[src/rtl/fetch_unit_pkg.sv]
// fetch_unit_pkg: shared state encodings and active-low strobe levels for the A09 fetch path
package fetch_unit_pkg;
  typedef enum logic [2:0] {
    ST_IDLE  = 3'd0,
    ST_REQ   = 3'd1,
    ST_WAIT  = 3'd2,
    ST_LOAD  = 3'd3,
    ST_FAULT = 3'd4
  } state_t;
  localparam logic ASSERTED_N   = 1'b0;
  localparam logic DEASSERTED_N = 1'b1;
endpackage

[src/rtl/fetch_pc.sv]
// fetch_pc: program counter with branch load (priority) and wrap-around increment
module fetch_pc #(
  parameter int AddrWidth = 16
) (
  input  logic                 clk_i,
  input  logic                 reset_ni,
  input  logic                 load,
  input  logic                 inc,
  input  logic [AddrWidth-1:0] load_value,
  output logic [AddrWidth-1:0] pc
);
  always_ff @(posedge clk_i or negedge reset_ni)
    if (!reset_ni) pc <= '0;
    else if (load) pc <= load_value;
    else if (inc) pc <= pc + 1'b1;
endmodule

[src/rtl/fetch_unit.sv]
// fetch_unit: A09 instruction-fetch sequencer; reads memory at PC and loads the word into the IR
module fetch_unit
  import fetch_unit_pkg::*;
#(
  parameter int DataWidth     = 16,
  parameter int AddrWidth     = 16,
  parameter int TimeoutCycles = 15
) (
  input  logic                 clk_i,
  input  logic                 reset_ni,
  input  logic                 start_ni,
  input  logic                 branch_ni,
  input  logic [AddrWidth-1:0] branch_addr_i,
  output logic [AddrWidth-1:0] mem_addr_o,
  output logic                 mem_rd_no,
  input  logic                 mem_rdy_i,
  input  logic [DataWidth-1:0] mem_data_i,
  output logic [DataWidth-1:0] ir_data_o,
  output logic                 ir_ld_no,
  output logic [AddrWidth-1:0] pc_o,
  output logic                 busy_o,
  output logic                 done_o,
  output logic                 fault_o
);
  localparam int CntW = $clog2(TimeoutCycles + 1);
  state_t              state;
  logic [CntW-1:0]     cnt;
  logic [DataWidth-1:0] ir;
  logic [AddrWidth-1:0] pc;
  fetch_pc #(.AddrWidth(AddrWidth)) u_pc (
    .clk_i      (clk_i),
    .reset_ni   (reset_ni),
    .load       (state == ST_IDLE && branch_ni == ASSERTED_N),
    .inc        (state == ST_LOAD),
    .load_value (branch_addr_i),
    .pc         (pc)
  );
  always_ff @(posedge clk_i or negedge reset_ni)
    if (!reset_ni) begin
      state <= ST_IDLE;
      cnt   <= '0;
      ir    <= '0;
    end else begin
      case (state)
        ST_IDLE:  if (branch_ni != ASSERTED_N && start_ni == ASSERTED_N) state <= ST_REQ;
        ST_REQ: begin
          cnt   <= '0;
          state <= ST_WAIT;
        end
        ST_WAIT:
          if (mem_rdy_i) begin
            ir    <= mem_data_i;
            state <= ST_LOAD;
          end else begin
            cnt <= cnt + 1'b1;
            if (cnt == CntW'(TimeoutCycles - 1)) state <= ST_FAULT;
          end
        ST_LOAD:  state <= ST_IDLE;
        ST_FAULT: state <= ST_FAULT;
        default:  state <= ST_IDLE;
      endcase
    end
  // Every strobe is a pure decode of the state register, so no input reaches an output.
  assign mem_addr_o = pc;
  assign pc_o       = pc;
  assign ir_data_o  = ir;
  assign mem_rd_no  = (state == ST_REQ || state == ST_WAIT) ? ASSERTED_N : DEASSERTED_N;
  assign ir_ld_no   = (state == ST_LOAD) ? ASSERTED_N : DEASSERTED_N;
  assign busy_o     = state == ST_REQ || state == ST_WAIT || state == ST_LOAD;
  assign done_o     = state == ST_LOAD;
  assign fault_o    = state == ST_FAULT;
endmodule

[config.mk]
export PLATFORM = sky130hd
export DESIGN_NAME = fetch_unit
export DESIGN_NICKNAME = d
export VERILOG_FILES = /design/src/rtl/fetch_unit_pkg.sv /design/src/rtl/fetch_pc.sv /design/src/rtl/fetch_unit.sv
export SDC_FILE = /design/constraint.sdc
export NUM_CORES = 1
export LEC_CHECK = 0
export CORE_ASPECT_RATIO = 0.7
export CORE_MARGIN = 2
export CORE_UTILIZATION = 43
export DETAILED_ROUTE_END_ITERATION = 16
export HOLD_SLACK_MARGIN = 0.08
export PLACE_DENSITY = 0.85
export SLEW_MARGIN = 20
export SYNTH_ARGS = -nofsm -noshare
export SYNTH_HDL_FRONTEND = slang
export SYNTH_SLANG_ARGS = --single-unit
[constraint.sdc]
create_clock -name clk_i -period 2 [get_ports clk_i]
set_input_delay 0.4 -clock clk_i [delete_from_list [all_inputs] [get_ports clk_i]]
set_output_delay 0.4 -clock clk_i [all_outputs]
set_load 0.02 [all_outputs]
; Yosys cells after proc, flatten, opt, wreduce, memory -nomap -nowiden
; Index checks and enable logic that the tools add are counted.
[word_totals]
out_inout_bits = 53
ff_bits = 39
[op_classes]
mux = 10
n_bitwise = 2
n_reduce_logical = 10
add_sub_neg = 2
eq_ne = 8
[op_table]
columns = op, count
row1 = 2-to-1 mux 16 bit, 2
row2 = adder 16 x 1 -> 16 bit (second input constant), 1
row3 = case mux 3 bit (4 select lines), 1
row4 = 2-to-1 mux 3 bit, 3
row5 = case mux 4 bit (2 select lines), 1
row6 = equality test 3 x 2 -> 1 bit (second input constant), 2
row7 = AND reduction 2 bit, 3
row8 = adder 4 x 1 -> 4 bit (second input constant), 1
row9 = equality test 4 bit (second input constant), 1
row10 = 2-to-1 mux 4 bit, 1
row11 = nonzero test 2 bit, 2
row12 = equality test 3 x 1 -> 1 bit (second input constant), 1
row13 = equality test 3 bit (second input constant), 1
row14 = logical NOT 3 bit, 1
row15 = != test 3 bit (second input constant), 1
row16 = logical AND 1 bit, 2
row17 = logical OR 1 bit, 2
row18 = 2-to-1 mux 1 bit, 2
row19 = != test 2 x 1 -> 1 bit (second input constant), 1
row20 = != test 2 bit (second input constant), 1
row21 = inverter 1 bit, 2

; Depth between registers and ports, before layout
; Gate-level depths: netlist of run 1.
[logic_depth]
word_depth = 4
mapped_depth = 6

; By module
; Synthesis of run 1 repeated with hierarchy kept, for this count alone.
[hier_totals]
cells_unflattened = 204
area_unflattened_um2 = 2192.1
[modules_own_cells]
columns = mod, seq_area_each_um2, area_per_inst_um2, instances, cells_per_inst
row1 = fetch_unit, 575.6, 1248.7, 1, 105
row2 = fetch_pc, 400.4, 943.4, 1, 99

; Worst setup path after synthesis of run 1
; Ideal clock, no wire load.
[synth_timing]
kind = register to register
start = register state[0]
end = register ir[10] (netlist: ir_data_o[10])
t_required_ns = 1.875
arrival_time_ns = 1.535
stages_incl_launch_ff = 7
n_path_buf = 3
setup_time_ns = 0.125
synth_period_minus_slack_ns = 1.660
slack_ns = 0.340
cell_sequence = dfrtp_1 -> buf_6 -> or2_2 -> buf_2 -> nor2_8 -> buf_6 -> mux2_2
[synth_between]
elab_chain_len = 2
[synth_rtl]
columns = element, line_no
row1 = "start, declared", fetch_unit.sv:26  ; state_t state;
row2 = "start signal, assigned", fetch_unit.sv:40  ; state <= ST_IDLE;
row3 = "start signal, assigned", fetch_unit.sv:45  ; ST_IDLE: if (branch_ni != ASSERTED_N && start_ni == ASSERTED_N) state <= ST_REQ;
row4 = "start signal, assigned", fetch_unit.sv:48  ; state <= ST_WAIT;
row5 = equality test 3 x 2 -> 1 bit, fetch_unit.sv:44  ; case (state)
row6 = AND reduction 2 bit (no line), --
row7 = "end signal, assigned", fetch_unit.sv:52  ; ir <= mem_data_i;
row8 = "end, declared", fetch_unit.sv:28  ; logic [DataWidth-1:0] ir;
; Every way passes these cells.
; A chain may end at the register's enable or synchronous reset.

; Worst setup path in the final report of run 1
[layout_timing]
start = register state[1]
end = output port ir_ld_no
[layout_between]
elab_chain_len = 2
[layout_rtl]
columns = element, line_no
row1 = equality test 3 x 2 -> 1 bit, fetch_unit.sv:68  ; assign ir_ld_no = (state == ST_LOAD) ? ASSERTED_N : DEASSERTED_N;
row2 = 2-to-1 mux 1 bit, fetch_unit.sv:68
row3 = "end, declared", fetch_unit.sv:19  ; output logic ir_ld_no,
; Every way passes these cells.

==> flow_summary_export.csv, run 1 <==
group,metric,value,unit
run_status,status,"completed",
power,power,0.00495,W
detailed_routing,drt-vias-per-instance,4.98,
sta,finalHoldViolCount,0,
sta,drv_slew,0,
critical_path,arrival,1520,ps
sta,fin_crit,1920,ps
synth,synth_seq_cells,39,
detailed_routing,drt_pass1_iterations,4,
die,io_pins,90,
die,fp.dieArea,5550,sq um
finish,finalNetCount,325,
placement,placed_cell_area,3020,sq um
critical_path,crit_slowest_cell,"clkdlybuf4s50_1",
placement,placedCellCount,346,
finish,n_antenna_cell,0,
grt,antenna_found_initial,0,
sta,whs,512,ps
synth,yosys.cell_types.count,42,
clock_tree,clockBufferDepth,2,
sta,finalSetupViolCount,0,
sta,max-slew-margin-rel,0.753,
critical_path,cp_top_family,"buffers and inverters",
detailed_routing,drtIter0Drc,78,
die,rows,21,
detailed_routing,routed_wl,5010,microns
power,max-vdd-ir-drop,0.000624,V
grt,grt_pass1_wl,8360,microns
flow_run,maxCapViolations,0,
critical_path,path_cells,"nand3b_4 -> clkdlybuf4s50_1",
grt,grt_usage,0.192,
critical_path,slowest_delay,610,ps
critical_path,cp_max_fo,9,
synth,ys_seq_area_frac,0.457,
finish,drive_gt1_frac,0.175,
detailed_routing,ant_nets,0,
clock_tree,numCtsBuffers,5,
clock_tree,cts_tree,"built",
die,initial_core_util,0.446,
die,core_region_area,4780,sq um
die,fp.dieW,88.2,microns
synth,syn_nets,243,
power,power_density,1580,nW/um^2
clock_tree,clock-root-buffer,"clkbuf_8",
grt,grt-ovfl-total,0,
synth,syn_area_per_cell,10.5,sq um
critical_path,worstSetupStartpointType,"register",
grt,grt_pass1_vias,1696,
finish,instances_no_fill,355,
critical_path,critPathBufInv,1,
critical_path,path_class,"reg2out",
critical_path,required,1600,ps
finish,final_cell_mix,"84 x clkdlybuf4s50_1, 37 x dfrtp_1, 18 x nand2_1, 17 x mux2_2, 12 x o21ai_0",
clock_tree,h-tree-depth,2,
placement,dp_hpwl,3750,microns
detailed_routing,wl_per_cell,14.1,microns
sta,fin_crit_sh,0.959,
critical_path,end_kind,"output port",
hold_path,hold_path.class,"reg2reg",
detailed_routing,vias,1767,
sta,worstMarginPinSlew,368,ps
finish,final_area,3130,sq um
placement,gp_congestion,0.830,
finish,final_common_cell,"clkdlybuf4s50_1",
synth,ys_warn_count,0,
clock_tree,clock_latency,290,ps
synth,ys_async_sr_fraction,1.00,
finish,area_growth,46.4,%
placement,port_buffers,89,
sta,final.setup.tns,0,ps
grt,grt_max_degree,40,
synth,synthFlopType,"dfrtp_1",
detailed_routing,drc_errors,0,
sta,rsz0062_at_grt,"no",
sta,clock_skew,9.93,ps
sta,fmax,521,MHz
synth,synthCells,203,
power,p_leak,1.29,nW
synth,synth.cell_area,2130,sq um
synth,synth_edf_count,0,
clock_tree,cts.sinks,39,
die,dieHeight,63.0,microns
clock_tree,clk_pin_slew,80,ps
[state kept, by name, summed over array words and instances, names as in the netlist]
signal / count
u_pc.pc: 16
ir_data_o: 16
state: 3
cnt: 4
[cell type report]
type / count / area, sq um
clock buffer: 5 / 68.8
clock inverter: 3 / 25.0
fill: 407 / 1660
inverter: 7 / 26.3
multi-input combinational: 132 / 962
sequential: 39 / 978
tap: 69 / 86.3
timing repair buffer: 100 / 978
[cell usage after synthesis, types with 2 or more instances]
cell / count / area, sq um
and2_1: 2 / 12.5
a21oi_1: 9 / 45.0
nor4_2: 2 / 25.0
a31o_2: 2 / 17.5
inv_1: 7 / 26.3
nor4_1: 3 / 18.8
dfrtp_1: 39 / 976
mux2_2: 17 / 191
xnor2_1: 9 / 78.8
nor2_1: 9 / 33.8
xor2_1: 3 / 26.3
buf_2: 3 / 15.0
clkbuf_1: 3 / 11.3
a31oi_1: 2 / 12.5
nand4_1: 7 / 43.8
buf_6: 2 / 22.5
or2_2: 2 / 12.5
nand3_1: 6 / 30.0
ha_1: 3 / 37.5
nor3_1: 6 / 30.0
o21ai_0: 12 / 60.1
a22oi_1: 2 / 15.0
nand2_1: 18 / 67.6
buf_4: 17 / 128
[through the flow]
stage	util	worst slack [ps]
after detailed placement	0.632	121
after global routing	0.654	33.3
final	0.654	81.5
after CTS	0.654	71.7
after floorplan	-	340
after global placement	0.632	167
[worst paths after layout]
path	start	endpoint	slack (ps)	cells past startpoint
worst min register to register	ir_data_o[15]$_DFFE_PN0P_	ir_data_o[15]$_DFFE_PN0P_	510	1
worst max register to register	state[0]$_DFFE_PN0P_	ir_data_o[3]$_DFFE_PN0P_	160	4
worst max-delay path	state[1]$_DFFE_PN0P_	ir_ld_no	80	2
max in group asynchronous	reset_ni	state[1]$_DFFE_PN0P_	1170	3
min in group asynchronous	reset_ni	u_pc.pc[8]$_DFFE_PN0P_	600	3
worst min-delay path	ir_data_o[15]$_DFFE_PN0P_	ir_data_o[15]$_DFFE_PN0P_	510	1
[report_power, final]
group | leakage, nW | total (W) | switching, W | internal, W
clock | 0.0443 | 0.000551 | 0.000301 | 0.000249
sequential | 0.467 | 0.00161 | 0.000451 | 0.00116
combinational | 0.782 | 0.00279 | 0.00137 | 0.00142
total | 1.29 | 0.00495 | 0.00212 | 0.00282
[per-layer routing]
layer	global-route usage	part of all wire
met1	0.274	0.46
met2	0.293	0.47
met3	0.0423	0.059
met4	0.0530	0.0076
met5	0	0
[cells by family (layout without fill, tap and decap cells)]
family,after synthesis,in the layout,share of synthesized area
compound gates,34,34,0.0955
xor+xnor,12,12,0.0492
fa+ha+maj,3,3,0.0176
mux,18,18,0.0944
buf+inv,32,115,0.0950
simple gates,65,65,0.191
flops,39,39,0.457
[repair_timing]
item                                    CTS  global route
setup buffers                             0             0
endpoints found under the setup margin    4             0
hold buffers                              1             0
endpoints found under the hold margin    39             0
resized for setup                         6             0
Note: power is estimated with default switching activity, not from simulation.
==> run 2: changes to the inputs <==
Settings changed: ABC_CLOCK_PERIOD_IN_PS from default to 2000.
==> results of run 2 <==
No change in the layout: final DEF, timing and power equal those of run 1.
